$ cat src/rtl/mem_seq_pkg.sv
`default_nettype none
// ---------------------------------------------------------------------------
// mem_seq_pkg : shared state, opcode and funct3 encodings for mem_port_sequencer
// Rev 1.0
// ---------------------------------------------------------------------------
package mem_seq_pkg;

  typedef enum logic [2:0] {
    IDLE   = 3'd0,
    FETCH  = 3'd1,
    EXEC   = 3'd2,
    DATA   = 3'd3,
    COMMIT = 3'd4
  } seq_state_e;

  localparam logic [6:0] OP_LOAD  = 7'b0000011;
  localparam logic [6:0] OP_STORE = 7'b0100011;

  localparam logic [2:0] F3_B  = 3'b000;
  localparam logic [2:0] F3_H  = 3'b001;
  localparam logic [2:0] F3_W  = 3'b010;
  localparam logic [2:0] F3_BU = 3'b100;
  localparam logic [2:0] F3_HU = 3'b101;

  localparam logic [31:0] NOP = 32'h0000_0013;

endpackage
`default_nettype wire

$ cat src/rtl/mem_port_sequencer_lsu_align.sv
`default_nettype none
// ---------------------------------------------------------------------------
// lsu_align : byte-lane strobes, store replication, load extraction/extension
// Rev 1.0
// ---------------------------------------------------------------------------
module lsu_align
  import mem_seq_pkg::*;
(
  input  logic [2:0]  fn3,
  input  logic [1:0]  offset,
  input  logic        is_store,
  input  logic [31:0] store_data,
  input  logic [31:0] load_word,
  output logic [3:0]  wstrb,
  output logic [31:0] wdata,
  output logic [31:0] load_data,
  output logic        misalign
);

  logic [7:0]  w_byte;
  logic [15:0] w_half;

  always_comb begin
    w_byte    = load_word[7:0];
    w_half    = offset[1] ? load_word[31:16] : load_word[15:0];
    wstrb     = 4'b0000;
    wdata     = store_data;
    load_data = load_word;
    misalign  = 1'b0;

    case (offset)
      2'd1:    w_byte = load_word[15:8];
      2'd2:    w_byte = load_word[23:16];
      2'd3:    w_byte = load_word[31:24];
      default: w_byte = load_word[7:0];
    endcase

    case (fn3)
      F3_B, F3_BU: begin
        wstrb     = 4'b0001 << offset;
        wdata     = {4{store_data[7:0]}};
        load_data = fn3[2] ? {24'h0, w_byte} : {{24{w_byte[7]}}, w_byte};
      end
      F3_H, F3_HU: begin
        wstrb     = 4'b0011 << offset;
        wdata     = {2{store_data[15:0]}};
        load_data = fn3[2] ? {16'h0, w_half} : {{16{w_half[15]}}, w_half};
        misalign  = offset[0];
      end
      F3_W: begin
        wstrb    = 4'b1111;
        misalign = (offset != 2'd0);
      end
      default: misalign = 1'b1;
    endcase

    // Loads never strobe; a rejected access must not touch memory either.
    if (!is_store || misalign) begin
      wstrb = 4'b0000;
    end
  end

endmodule
`default_nettype wire

$ cat src/rtl/mem_port_sequencer.sv
`default_nettype none
// ---------------------------------------------------------------------------
// mem_port_sequencer : fetch/exec/data/commit sequencer sharing one memory port
// Rev 1.0
// ---------------------------------------------------------------------------
module mem_port_sequencer
  import mem_seq_pkg::*;
#(
  parameter int unsigned TIMEOUT      = 255,
  parameter logic [31:0] RESET_PC_NOP = NOP
) (
  input  logic        clk,
  input  logic        reset,
  input  logic        run,
  input  logic [31:0] pc_addr,
  input  logic [31:0] alu_out,
  input  logic [31:0] rs2_data,
  input  logic [2:0]  fn3,
  input  logic [6:0]  opcode,
  output logic [31:0] instruction,
  output logic [31:0] mem_out,
  output logic        core_en,
  output logic        mem_req,
  output logic        mem_we,
  output logic [31:0] mem_addr,
  output logic [31:0] mem_wdata,
  output logic [3:0]  mem_wstrb,
  input  logic [31:0] mem_rdata,
  input  logic        mem_ready,
  output logic        misalign_err,
  output logic        bus_err,
  output logic [31:0] instret
);

  seq_state_e  r_state;
  seq_state_e  w_next;
  logic [31:0] r_instr;
  logic [31:0] r_mem_out;
  logic        r_misalign_err;
  logic        r_bus_err;
  logic [31:0] r_instret;
  logic [31:0] r_tmo_cnt;

  logic        w_fetch_misalign;
  logic        w_is_load;
  logic        w_is_store;
  logic [3:0]  w_strb;
  logic [31:0] w_wdata;
  logic [31:0] w_load_data;
  logic        w_lsu_misalign;
  logic        w_req;
  logic        w_timeout;

  assign w_fetch_misalign = |pc_addr[1:0];
  assign w_is_load        = (opcode == OP_LOAD);
  assign w_is_store       = (opcode == OP_STORE);

  lsu_align u_lsu_align (
    .fn3        (fn3),
    .offset     (alu_out[1:0]),
    .is_store   (w_is_store),
    .store_data (rs2_data),
    .load_word  (mem_rdata),
    .wstrb      (w_strb),
    .wdata      (w_wdata),
    .load_data  (w_load_data),
    .misalign   (w_lsu_misalign)
  );

  assign w_req = ((r_state == FETCH) && !w_fetch_misalign) ||
                 ((r_state == DATA)  && !w_lsu_misalign);

  // Fires on the last waiting cycle, so mem_req stays high exactly TIMEOUT cycles.
  assign w_timeout = w_req && !mem_ready && ((r_tmo_cnt + 32'd1) >= TIMEOUT);

  always_ff @(posedge clk or posedge reset) begin
    if (reset) begin
      r_state <= IDLE;
    end else begin
      r_state <= w_next;
    end
  end

  always_comb begin
    w_next    = r_state;
    mem_req   = w_req;
    mem_we    = 1'b0;
    mem_addr  = 32'h0;
    mem_wdata = 32'h0;
    mem_wstrb = 4'b0000;
    core_en   = 1'b0;
    case (r_state)
      IDLE: begin
        if (run) w_next = FETCH;
      end
      FETCH: begin
        mem_addr = {pc_addr[31:2], 2'b00};
        if (w_fetch_misalign || mem_ready || w_timeout) w_next = EXEC;
      end
      EXEC: begin
        w_next = (w_is_load || w_is_store) ? DATA : COMMIT;
      end
      DATA: begin
        mem_addr  = {alu_out[31:2], 2'b00};
        mem_we    = w_is_store && !w_lsu_misalign;
        mem_wstrb = w_strb;
        mem_wdata = w_is_store ? w_wdata : 32'h0;
        if (w_lsu_misalign || mem_ready || w_timeout) w_next = COMMIT;
      end
      COMMIT: begin
        core_en = 1'b1;
        w_next  = run ? FETCH : IDLE;
      end
      default: w_next = IDLE;
    endcase
  end

  always_ff @(posedge clk or posedge reset) begin
    if (reset) begin
      r_instr        <= RESET_PC_NOP;
      r_mem_out      <= 32'h0;
      r_misalign_err <= 1'b0;
      r_bus_err      <= 1'b0;
      r_instret      <= 32'h0;
      r_tmo_cnt      <= 32'h0;
    end else begin
      if (w_next != r_state) begin
        r_tmo_cnt <= 32'h0;
      end else if (w_req && !mem_ready) begin
        r_tmo_cnt <= r_tmo_cnt + 32'd1;
      end

      if (w_timeout) begin
        r_bus_err <= 1'b1;
      end

      case (r_state)
        FETCH: begin
          if (w_fetch_misalign) begin
            r_misalign_err <= 1'b1;
            r_instr        <= RESET_PC_NOP;
          end else if (mem_ready) begin
            r_instr <= mem_rdata;
          end else if (w_timeout) begin
            r_instr <= RESET_PC_NOP;
          end
        end
        DATA: begin
          if (w_lsu_misalign) begin
            r_misalign_err <= 1'b1;
            r_mem_out      <= 32'h0;
          end else if (w_is_load && mem_ready) begin
            r_mem_out <= w_load_data;
          end else if (w_is_load && w_timeout) begin
            r_mem_out <= 32'h0;
          end
        end
        COMMIT: begin
          r_instret <= r_instret + 32'd1;
        end
        default: ;
      endcase
    end
  end

  assign instruction  = r_instr;
  assign mem_out      = r_mem_out;
  assign misalign_err = r_misalign_err;
  assign bus_err      = r_bus_err;
  assign instret      = r_instret;

endmodule
`default_nettype wire

$ cat config.mk
export PLATFORM = sky130hd
export DESIGN_NAME = mem_port_sequencer
export DESIGN_NICKNAME = d
export VERILOG_FILES = /design/src/rtl/mem_seq_pkg.sv /design/src/rtl/mem_port_sequencer_lsu_align.sv /design/src/rtl/mem_port_sequencer.sv
export SDC_FILE = /design/constraint.sdc
export NUM_CORES = 1
export LEC_CHECK = 0
export BUFFER_PORTS_ARGS = -buffer_cell sky130_fd_sc_hd__buf_2
export CORE_ASPECT_RATIO = 1.4
export CORE_MARGIN = 2
export CORE_UTILIZATION = 40
export DETAILED_ROUTE_END_ITERATION = 7
export HOLD_SLACK_MARGIN = 0.12
export PLACE_DENSITY = 0.73
export SYNTH_ARGS = -nofsm -noshare
export SYNTH_HDL_FRONTEND = slang
export SYNTH_SLANG_ARGS = --single-unit
$ cat constraint.sdc
create_clock -name clk -period 4.4 [get_ports clk]
set_input_delay 0.44 -clock clk [delete_from_list [all_inputs] [get_ports clk]]
set_output_delay 0.44 -clock clk [all_outputs]
set_load 0.01 [all_outputs]
==> run metrics <==
# rows=62; share of layout cells above drive strength 1=between 30% and 40%; Internal Pwr Total=around 2.6 mW; Mean Syn Cell Area=8.78 um^2; Reg area=approximately 3300 um^2; relative slew slack=between 30% and 40%; Util after Layout=51.7%; max-cap check violation count=0; status=complete, no violations; Comb power frac=between 30% and 40%; gr ovfl total=0; Routed Antenna Nets=0; switching pwr=1.50 mW; vias in the first global route=between 8,000 and 9,000; Setup Viol. Count Final=0; pin slew with the least headroom to its limit=between 0.9 and 1 ns; total chip power=4.07 mW; reg2reg path depth=9; sw frac=36.9%; I/O Buffers=308; filler cell count=between 1,500 and 2,000; initial antenna violation count=2; Setup Skew=~0.012 ns; period utilization=80.6%; Die Y=approximately 170 um; placer congestion estimate=around 0.93; EDFF count, synth=0; share of synthesized registers carrying an async set or reset=between 90% and 100%; yosys warns=0; CP endpoint kind=register; Pwr per Cell Area=386 nW/um^2; Max VDD drop=0.000278 V; worst path arrival time=approximately 4 ns; via density per instance=5.62; register area share after synthesis=40.2%; # clock sinks=roughly 130; Place WS=approximately 0.87 ns; Area Overhead vs Synth=27.3%; DR vias=around 8,300; first-pass GRT wire length=44,500 um; fin area=10,500 um^2; All-Layer GR Usage=between 20% and 30%; prevailing post-synth register cell=dfrtp_1; placed cell area=9970 um^2; post-DP HPWL=between 20,000 and 25,000 um; critical setup path kind=reg2reg; initial DRC count=approximately 480; Flop pwr share=36.1%; die area=21,900 um^2; Num CTS Buffers=17; # DRC=0; Clock transition at path regs=roughly 0.060 ns; post-CTS setup buffers=0; most frequent cells in the layout=buf_2, dfrtp_1, nor2_1; CTS tree=built; Hold WC Path Type=in2reg; multi-input logic area=~4400 um^2; flops & latches, synth=between 100 and 150; cell count after synthesis=943; max-slew violation count=0; part of the power in the clock network=33.7%; minimum clock period=between 3 and 4 ns; Peak Freq=282 MHz; DR pass1 iterations=5; clock buffer depth=2; Post-Synthesis Cell Area=8280 um^2; Die Wd=126 um; Root Buffer=clkbuf_16; setup_tns=0 ns; distinct cell type count after synthesis=between 60 and 70; nets=1,358; core area=20,400 um^2; # diodes=0; worst hold path depth=3; Clk Latency, worst-skew pair=around 0.42 ns; largest net degree at the start of global routing=~120; leak pwr=5.34 nW; final worst slack=0.852 ns; Initial Util=40.6%; Critical Path Source Type=register; commonest non-fill, non-tap cell in the layout=buf_2; routed wire length per instance=19.1 um; Routed WL=around 28,000 um; I/O pins=311; H-tree depth=4; RSZ-0062 raised after global routing=no; worst-path fanout max=17; final hold violation count=0; WP data required=between 4 and 5 ns
## power groups by stage
stage / sequential [mW] / clock [mW] / combinational, mW
after global routing: 1.49 / 1.45 / 1.33
after global placement: 1.49 / 0 / 1.21
final: 1.47 / 1.37 / 1.23
after CTS: 1.47 / 1.40 / 1.23
after detailed placement: 1.49 / 0 / 1.23
after floorplan: 1.53 / 0 / 0.660
## final cells by class
class,instances,area share (%)
multi-input combinational,675,41.9
sequential,133,31.6
timing repair buffer,324,15.9
clock buffer,17,4.03
tap,256,3.04
inverter,62,2.23
clock inverter,15,1.33
## critical path, stage by stage (launching register included)
cell and delay (ns):
dfrtp_1 0.57, nand3_4 0.17, or4_4 0.63, o31a_1 0.34
nor4_2 0.27, or4b_1 0.47, nor4_2 0.26, o21ai_2 0.27
buf_4 0.29, nor3_1 0.19
## layer usage
layer,global-route usage [%],wire (um),up-vias
met5,0,11,-
met4,10.5,1070,2
met3,5.36,1520,67
met2,44.4,14400,320
met1,30.5,11300,4039
li1,-,-,3907
## cells in the mapped netlist (all sizes together), types with 18 or more instances
cell type	count	area share, %
dfrtp	130	39
nor2	107	4.8
inv	62	2.8
nand4	52	4.1
clkbuf	48	2.2
nand2	48	2.2
a21oi	46	2.8
o21ai	46	2.8
xnor2	44	4.7
mux2	35	4.8
nand3	35	2.3
a22o	32	3.4
buf	26	1.7
mux2i	22	2.7
and3	20	1.5
xor2	18	1.9
## metrics by stage
| stage | hold WS [ns] | cells |
|---|---|---|
| CTS | 0.292 | 1482 |
| floorplan | 0.493 | 944 |
| global route | 0.304 | 1482 |
| finish | 0.304 | 1482 |
| detailed placement | 0.392 | 1449 |
| global placement | 0.386 | 1449 |
## registers in the layout, summed over array words and instances, names as in the netlist
register	count
instret	32
instruction	32
mem_out	32
r_tmo_cnt	32
r_state	3
bus_err	1
misalign_err	1
## timing repair
item / in CTS / in global routing
hold endpoints to repair: 16 / 0
gates resized for setup: 0 / 0
endpoints found under the setup margin: 0 / 0
hold buffers: 1 / 0
## worst paths after layout
kind / start / to / slack, ns
max: r_tmo_cnt[16] / r_tmo_cnt[21] / 0.85
min: mem_rdata[6] / instruction[6] / 0.30
max reg2reg: r_tmo_cnt[16] / r_tmo_cnt[21] / 0.85
min reg2reg: instret[31] / instret[31] / 0.49
max in group asynchronous: reset / r_tmo_cnt[12] / 2.98
min in group asynchronous: reset / instret[28] / 0.49
## logic make-up after synthesis
kind of cell	Yosys count	share of synthesized area, %
compound gates	187	14.9
xor+xnor	62	6.56
fa+ha+maj	3	0.453
buf+inv	136	6.65
flops	133	40.2
mux	57	7.42
other cells	1	0.0453
simple gates	364	23.7
(Power assumes the default switching activity.)
